**src/rtl/sser_wr_shifter.sv**
```systemverilog
// Write-side serial shifter: bus writes load a frame bit-by-bit, SEND serializes it MSB-first.
// Outputs are registered; busy covers exactly FRAME_BITS*2*CLK_DIV cycles per frame.
module sser_wr_shifter #(
  parameter int FRAME_BITS = 8,
  parameter int CLK_DIV    = 2
) (
  input  logic                            clk,
  input  logic                            rst_n,
  input  logic                            sser_n,
  input  logic                            ba13,
  input  logic                            ba12,
  input  logic [3:0]                      ba7_4,
  input  logic                            br_w,
  output logic                            sd_clk,
  output logic                            sd_out,
  output logic                            sd_oe,
  output logic                            busy,
  output logic                            ovr,
  output logic [$clog2(FRAME_BITS+1)-1:0] bit_cnt
);

  localparam int CW = $clog2(FRAME_BITS + 1);
  localparam int PW = (CLK_DIV > 1) ? $clog2(CLK_DIV) : 1;
  localparam logic [CW-1:0] FULL = CW'(FRAME_BITS);
  localparam logic [3:0] CMD_ABORT = 4'b1000;
  localparam logic [3:0] CMD_SEND  = 4'b1001;

  typedef enum logic [1:0] {IDLE, SHIFT_LO, SHIFT_HI} state_t;

  state_t                state_q;
  logic                  win_q;
  logic [FRAME_BITS-1:0] frame_q;
  logic [CW-1:0]         bit_cnt_q;
  logic [CW-1:0]         tx_left_q;
  logic [PW-1:0]         phase_q;
  logic                  sd_clk_q, sd_out_q, sd_oe_q, busy_q, ovr_q;

  logic win, acc, is_shift, is_send, is_abort, last_phase;

  // One access per bus write cycle: only the first clock of the window counts.
  assign win        = ~sser_n & ~ba13 & ba12 & ~br_w;
  assign acc        = win & ~win_q;
  assign is_shift   = acc & (ba7_4[3:1] == 3'b001);
  assign is_send    = acc & (ba7_4 == CMD_SEND);
  assign is_abort   = acc & (ba7_4 == CMD_ABORT);
  assign last_phase = (phase_q == PW'(CLK_DIV - 1));

  always_ff @(posedge clk) begin
    if (!rst_n) begin
      state_q   <= IDLE;
      win_q     <= 1'b0;
      frame_q   <= '0;
      bit_cnt_q <= '0;
      tx_left_q <= '0;
      phase_q   <= '0;
      sd_clk_q  <= 1'b0;
      sd_out_q  <= 1'b0;
      sd_oe_q   <= 1'b0;
      busy_q    <= 1'b0;
      ovr_q     <= 1'b0;
    end else begin
      win_q <= win;
      case (state_q)
        IDLE: begin
          if (is_abort) begin
            frame_q   <= '0;
            bit_cnt_q <= '0;
            ovr_q     <= 1'b0;
          end else if (is_shift) begin
            if (bit_cnt_q == FULL) begin
              ovr_q <= 1'b1;
            end else begin
              frame_q   <= {frame_q[FRAME_BITS-2:0], ba7_4[0]};
              bit_cnt_q <= bit_cnt_q + 1'b1;
            end
          end else if (is_send) begin
            if (bit_cnt_q != FULL) begin
              ovr_q <= 1'b1;
            end else begin
              state_q   <= SHIFT_LO;
              busy_q    <= 1'b1;
              sd_oe_q   <= 1'b1;
              sd_out_q  <= frame_q[FRAME_BITS-1];
              sd_clk_q  <= 1'b0;
              phase_q   <= '0;
              tx_left_q <= FULL;
            end
          end
        end
        default: begin
          if (is_abort) begin
            state_q   <= IDLE;
            busy_q    <= 1'b0;
            sd_oe_q   <= 1'b0;
            sd_clk_q  <= 1'b0;
            bit_cnt_q <= '0;
            frame_q   <= '0;
            ovr_q     <= 1'b0;
          end else begin
            if (is_shift || is_send) ovr_q <= 1'b1;
            if (!last_phase) begin
              phase_q <= phase_q + 1'b1;
            end else begin
              phase_q <= '0;
              if (state_q == SHIFT_LO) begin
                state_q  <= SHIFT_HI;
                sd_clk_q <= 1'b1;
              end else if (tx_left_q > CW'(1)) begin
                // Next bit goes out on the falling sd_clk edge.
                frame_q   <= frame_q << 1;
                sd_out_q  <= frame_q[FRAME_BITS-2];
                sd_clk_q  <= 1'b0;
                tx_left_q <= tx_left_q - 1'b1;
                state_q   <= SHIFT_LO;
              end else begin
                state_q   <= IDLE;
                busy_q    <= 1'b0;
                sd_oe_q   <= 1'b0;
                sd_clk_q  <= 1'b0;
                bit_cnt_q <= '0;
                frame_q   <= '0;
              end
            end
          end
        end
      endcase
    end
  end

  assign sd_clk  = sd_clk_q;
  assign sd_out  = sd_out_q;
  assign sd_oe   = sd_oe_q;
  assign busy    = busy_q;
  assign ovr     = ovr_q;
  assign bit_cnt = bit_cnt_q;

endmodule

```
**config.mk**
```make
export PLATFORM = sky130hd
export DESIGN_NAME = sser_wr_shifter
export DESIGN_NICKNAME = d
export VERILOG_FILES = /design/src/rtl/sser_wr_shifter.sv
export SDC_FILE = /design/constraint.sdc
export NUM_CORES = 1
export LEC_CHECK = 0
export CAP_MARGIN = 5
export CORE_MARGIN = 2
export CORE_UTILIZATION = 50
export CTS_CLUSTER_DIAMETER = 40
export DETAILED_ROUTE_END_ITERATION = 10
export PLACE_DENSITY = 0.75
export SYNTH_ARGS = -nofsm -noshare
export SYNTH_HDL_FRONTEND = slang
export SYNTH_SLANG_ARGS = --single-unit
```
**constraint.sdc**
```tcl
create_clock -name clk -period 3 [get_ports clk]
set_input_delay 0.6 -clock clk [delete_from_list [all_inputs] [get_ports clk]]
set_output_delay 0.6 -clock clk [all_outputs]
set_load 0.02 [all_outputs]
```
# Yosys cells after proc, flatten, opt, wreduce, memory -nomap -nowiden
# Index checks and enable logic that the tools add are counted.
dict set report classes {
  n_reduce_logical 13
  n_bitwise 12
  n_lt_le_gt_ge 1
  addsub 3
  n_mux 71
  eq_ne 18
}
# operator count
set op_table {}
lappend op_table {{$mux 4} 17}
lappend op_table {{$mux 8} 8}
lappend op_table {{$mux 1} 38}
lappend op_table {{$mux 2} 8}
lappend op_table {{$ne 4x4->1 const B} 4}
lappend op_table {{$reduce_and 7->1} 2}
lappend op_table {{$eq 4x4->1 const B} 3}
lappend op_table {{$reduce_and 4->1} 3}
lappend op_table {{$reduce_and 5->1} 2}
lappend op_table {{$ne 2x2->1 const B} 4}
lappend op_table {{$and 1x1->1} 7}
lappend op_table {{$ne 3x2->1 const B} 2}
lappend op_table {{$ne 3x3->1 const B} 2}
lappend op_table {{$reduce_bool 3->1} 2}
lappend op_table {{$not 1->1} 5}
lappend op_table {{$add 4x1->4 const B} 1}
lappend op_table {{$gt 4x1->1 const B} 1}
lappend op_table {{$reduce_bool 2->1} 2}
lappend op_table {{$sub 4x1->4 const B} 1}
lappend op_table {{$eq 3x1->1 const B} 1}
lappend op_table {{$eq 2x1->1 const B} 1}
lappend op_table {{$logic_not 2->1} 1}
lappend op_table {{$ne 2x1->1 const B} 1}
lappend op_table {{$add 1x1->1 const B} 1}
lappend op_table {{$logic_or 1x1->1} 1}
dict set report totals {
  ff_bits 24
  inputBits 10
  elab_cells 128
  out_inout_bits 9
}

# Logic depth before layout (Yosys ltp)
dict set report logic_depth {
  ltp_word 10
  ltp_mapped 7
  mapped_depth_nobuf 6
}

# Least setup slack after synthesis
# Ideal clock, no wire load.
dict set report synth_timing {
  path_type {input port to flip-flop}
  start {in ba13}
  end {reg bit_cnt_q[3] (netlist: bit_cnt[3])}
  n_path_buf 3
  t_arrival_ns 2.215
  path_slack_ns 0.655
  cell_stages 7
  path_cell_list {or4b_1 > buf_2 > or4_4 > buf_6 > buf_2 > nand4_1 > o211ai_2}
}
dict set report synth_between {
  elab_chain_len 8
  elab_cells_between_ends 16
  cone_classes {eq/ne (4); mux (3); bitwise (7); reduce/logical (2)}
}
# item line
set synth_lines {}
lappend synth_lines {{start, declared} 10} ;# input logic ba13,
lappend synth_lines {{$not 1->1 *} 41} ;# assign win = ~sser_n & ~ba13 & ba12 & ~br_w;
lappend synth_lines {{$and 1x1->1 * (3 in a row)} 41}
lappend synth_lines {{$and 1x1->1 *} 42} ;# assign acc = win & ~win_q;
lappend synth_lines {{$and 1x1->1, on equally long branches} {45, 43}}
lappend synth_lines {{$ne 3x2->1 (no source line), or another cell as far along} n/a}
lappend synth_lines {{$reduce_and 5->1 (no source line) / $mux 4 (equally long branches)} n/a}
lappend synth_lines {{end signal, assigned} 74} ;# bit_cnt_q <= bit_cnt_q + 1'b1;
lappend synth_lines {{end, declared} 33} ;# logic [CW-1:0] bit_cnt_q;
# Every way passes the cells marked *; elsewhere a longest branch is shown, timed or not.
# A chain may end at the register's enable or synchronous reset.

# Final worst setup path
dict set report layout_timing {
  start {in ba13}
  end {reg tx_left_q[3]}
}
dict set report layout_between {
  elab_chain_len 8
  elab_cells_between_ends 12
  cone_classes {eq/ne (2); bitwise (9); reduce/logical (1)}
}
# item line
set layout_lines {}
lappend layout_lines {{$not 1->1 *} 41}
lappend layout_lines {{$and 1x1->1 * (3 in a row)} 41}
lappend layout_lines {{$and 1x1->1 *} 42}
lappend layout_lines {{$and 1x1->1, on equally long branches} {44, 43, 45}}
lappend layout_lines {{$ne 2x2->1 (no source line) / $not 1->1 (equally long branches)} n/a}
lappend layout_lines {{$reduce_and 7->1 (no source line) *} n/a}
lappend layout_lines {{end signal, assigned} 113} ;# tx_left_q <= tx_left_q - 1'b1;
lappend layout_lines {{end, declared} 34} ;# logic [CW-1:0] tx_left_q;
# Marks and branches as above.

==> results.txt <==
core footprint -> 0.00250 mm2
Tightest Pin Transition -> 0.586 ns
first-pass GRT wire length -> 5520 um
Final Non-Filler Cells -> 197
Post-CTS Resized -> 0
Worst setup SP type -> input port
Synth top cells by count -> 23 x dfxtp_1, 14 x nand2_1, 10 x nand4_1
Post-synth EDFFs -> 0
Max-Slew Margin vs Limit -> 60.4%
Sw Share -> 24.3%
# clock sinks -> 23
max-slew violations -> 0
dpl hpwl -> 2280 um
Setup TNS -> 0 ns
Synth top area share -> 34.4%
Yosys Warn Count -> 0
combinational family with the most area after synthesis -> simple AND/OR/NAND/NOR gates
Post-Synth Simple-Gate Area -> 27.9%
Post-Syn Area -> 0.00134 mm2
TritonCTS Buffers -> 3
placed inst area -> 0.00150 mm2
clk slew on worst S/H paths -> 0.13 ns
Yosys top cell by area -> dfxtp_1
Area contributors post-synth -> dfxtp_1 34%, mux2i_1 6.7%, nand4_1 4.7%
syn_nets -> 169
WHS -> 0.471 ns
slowest stage cell, crit path -> or4b_1
Root Driver -> clkbuf_4
CP required -> 3.23 ns
Worst Path Max Fanout -> 19
status -> finished clean
WHS Endpoint -> frame_q[4]
fillers -> 218
CTS tree -> yes
post-synthesis compound-gate area fraction -> 20.3%
drt pass-1 iters -> 4
WL final -> 3150 um
Via density -> 6.23
reg2reg end -> frame_q[3]
die area -> 0.00310 mm2
CP peak stage delay -> 0.67 ns
Place WS -> 0.148 ns
number of port buffers -> 18
Reg power frac -> 61.8%
worst-skew pair later-pin latency -> 0.31 ns
gr usage total -> 21.6%
count leader, synth -> dfxtp_1
Top Ports -> 19
Initial Util -> 53.5%
H-tree depth -> 1
Logic pwr share -> 9.1%
Post-Layout Inst Area -> 0.00153 mm2
GR Util met3 -> 4.42%
RSZ-0062 raised after global routing -> no
multi-input logic area -> 785 um2
vias in the first global route -> 1200
CTS Buffer Depth -> 2
P_leak -> 0.492 nW
row cnt -> 18
Min-Delay Path Depth -> 2
internal power -> 0.000379 W
ys flop type -> dfxtp_1
crit path cell chain -> clkdlybuf4s50_1, or4b_1, or4_4, and4_4, nor4_2
Distinct cells, synth -> 52
final worst slack -> 0.487 ns
post-synthesis instance total -> 155
initial antenna violation count -> 0
Post-CTS Setup Repair Bufs -> 0
area grow syn2layout -> 14.5%
drt drc -> 0
reg-to-reg critical path startpoint -> bit_cnt[1]
P_sw -> 0.000122 W
Iter 0 DRT Violations -> 38
nets@finish -> 182
xor/xnor share of the synthesized area -> 0%
DIE HEIGHT -> 55.7 um
fraction of layout cells with a size suffix above 1 -> 10.2%
Die Wd -> 55.7 um
Synth Area in Adders -> 3.74%
Final setup viols -> 0
M1 GR Usage -> 29.4%
Pwr Density -> 327 mW/mm2
async set-reset flop share out of synthesis -> 0%
syn avg cell area -> 8.63 um2
setup slack, reg-to-reg -> 0.97 ns
DR vias -> 1228
Final ANT Viol Nets -> 0
gp weighted congestion -> 0.894
clock power share -> 29.1%
routing usage on met2 -> 35.4%
fmax -> 398 MHz
sequential cell area -> 460 um2
pin count of the biggest net entering global routing -> 28
grt ovf -> 0
GR peak layer -> met2
crit end category -> register
Max Cap Viol -> 0
Max VDD drop -> 0.356 mV
Antenna Diode Count -> 0
post-synthesis mux area share -> 6.74%
WL per Instance -> 16.0 um
register area share after synthesis -> 34.4%
final worst-path cycle share -> 83.8%
FF+latch count, synth -> 23
Hold Path Class -> register to register
worst path arrival time -> 2.75 ns
Period minus WS final -> 2.51 ns
Reg2Reg Depth -> 6
Layout Skew -> 0.00726 ns
Post-Place Cells -> 193
critical path class -> input port to register
Worst Hold Launch -> frame_q[4]
final hold vios -> 0
# hold bufs at CTS -> 0
[critical path: cells and delay by family]
kind	cells	cell delay, ns
buffers and inverters	1	0.40
AND/OR/NAND/NOR	4	1.74
[flip-flops by register name (all words and copies together) (netlist names)]
name        count
sd_clk          1
state_q         1
tx_left_q       4
last_phase      1
win_q           1
ovr             1
bit_cnt         4
frame_q         8
sd_out          1
busy            1
[routing by layer]
| metal | wire length (um) | part of all wire (%) |
|---|---|---|
| met1 | 1450 | 46 |
| met4 | 29 | 0.92 |
| met5 | 0 | 0 |
| met3 | 150 | 4.8 |
| met2 | 1520 | 48 |
[worst max path at each step]
stage	slack (ns)	startpoint	cells past startpoint	endpoint
floorplan	0.65	ba13	7	bit_cnt[3]
global placement	0.22	ba13	5	tx_left_q[3]
detailed placement	0.15	ba13	5	tx_left_q[3]
CTS	0.51	ba13	5	tx_left_q[3]
global route	0.37	ba13	5	bit_cnt[2]
finish	0.49	ba13	5	tx_left_q[3]
[area by class of cell]
| cell class | count | area share (%) |
|---|---|---|
| Inverter | 7 | 1.72 |
| Clock inverter | 1 | 0.327 |
| Tap cell | 30 | 2.45 |
| Timing Repair Buffer | 20 | 12.7 |
| Sequential cell | 23 | 30.1 |
| Clock buffer | 3 | 1.47 |
| Multi-Input combinational cell | 113 | 51.2 |
[logic make-up after synthesis]
| logic type | count (synthesis) |
|---|---|
| simple gates | 64 |
| mux | 9 |
| compound gates | 36 |
| flops | 23 |
| buf+inv | 19 |
| fa+ha+maj | 4 |
[layout by cell type (no fill, tap or decap), types with 2 or more instances in the layout]
cell and instances:
inv_1 7, ha_1 4, nand3_1 7, a31oi_1 2, nor2_1 9, mux2i_1 9
nor3_1 2, nand4_1 10, clkdlybuf4s50_1 18, clkbuf_4 3, and3_1 2, dfxtp_1 23
or4_4 2, or2_2 2, nor4_1 2, o2111ai_1 3, nand2_1 14, o21ai_0 6
a21oi_1 6, buf_4 2, a211oi_1 3
[power groups by stage]
stage | Combinational (W) | Clock [W] | Sequential (W)
after floorplan | 0.0000226 | 0 | 0.000317
after global placement | 0.0000441 | 0 | 0.000316
after detailed placement | 0.0000452 | 0 | 0.000316
after CTS | 0.0000454 | 0.000152 | 0.000309
after global routing | 0.0000488 | 0.000163 | 0.000309
final | 0.0000457 | 0.000146 | 0.000309
[per-stage QoR]
| step | power [W] | utilization, % |
|---|---|---|
| floorplan | 0.000340 | - |
| global placement | 0.000360 | 60.2 |
| detailed placement | 0.000361 | 60.2 |
| CTS | 0.000507 | 61.3 |
| global route | 0.000521 | 61.3 |
| finish | 0.000500 | 61.3 |
Power figures use the tool's default switching activity.
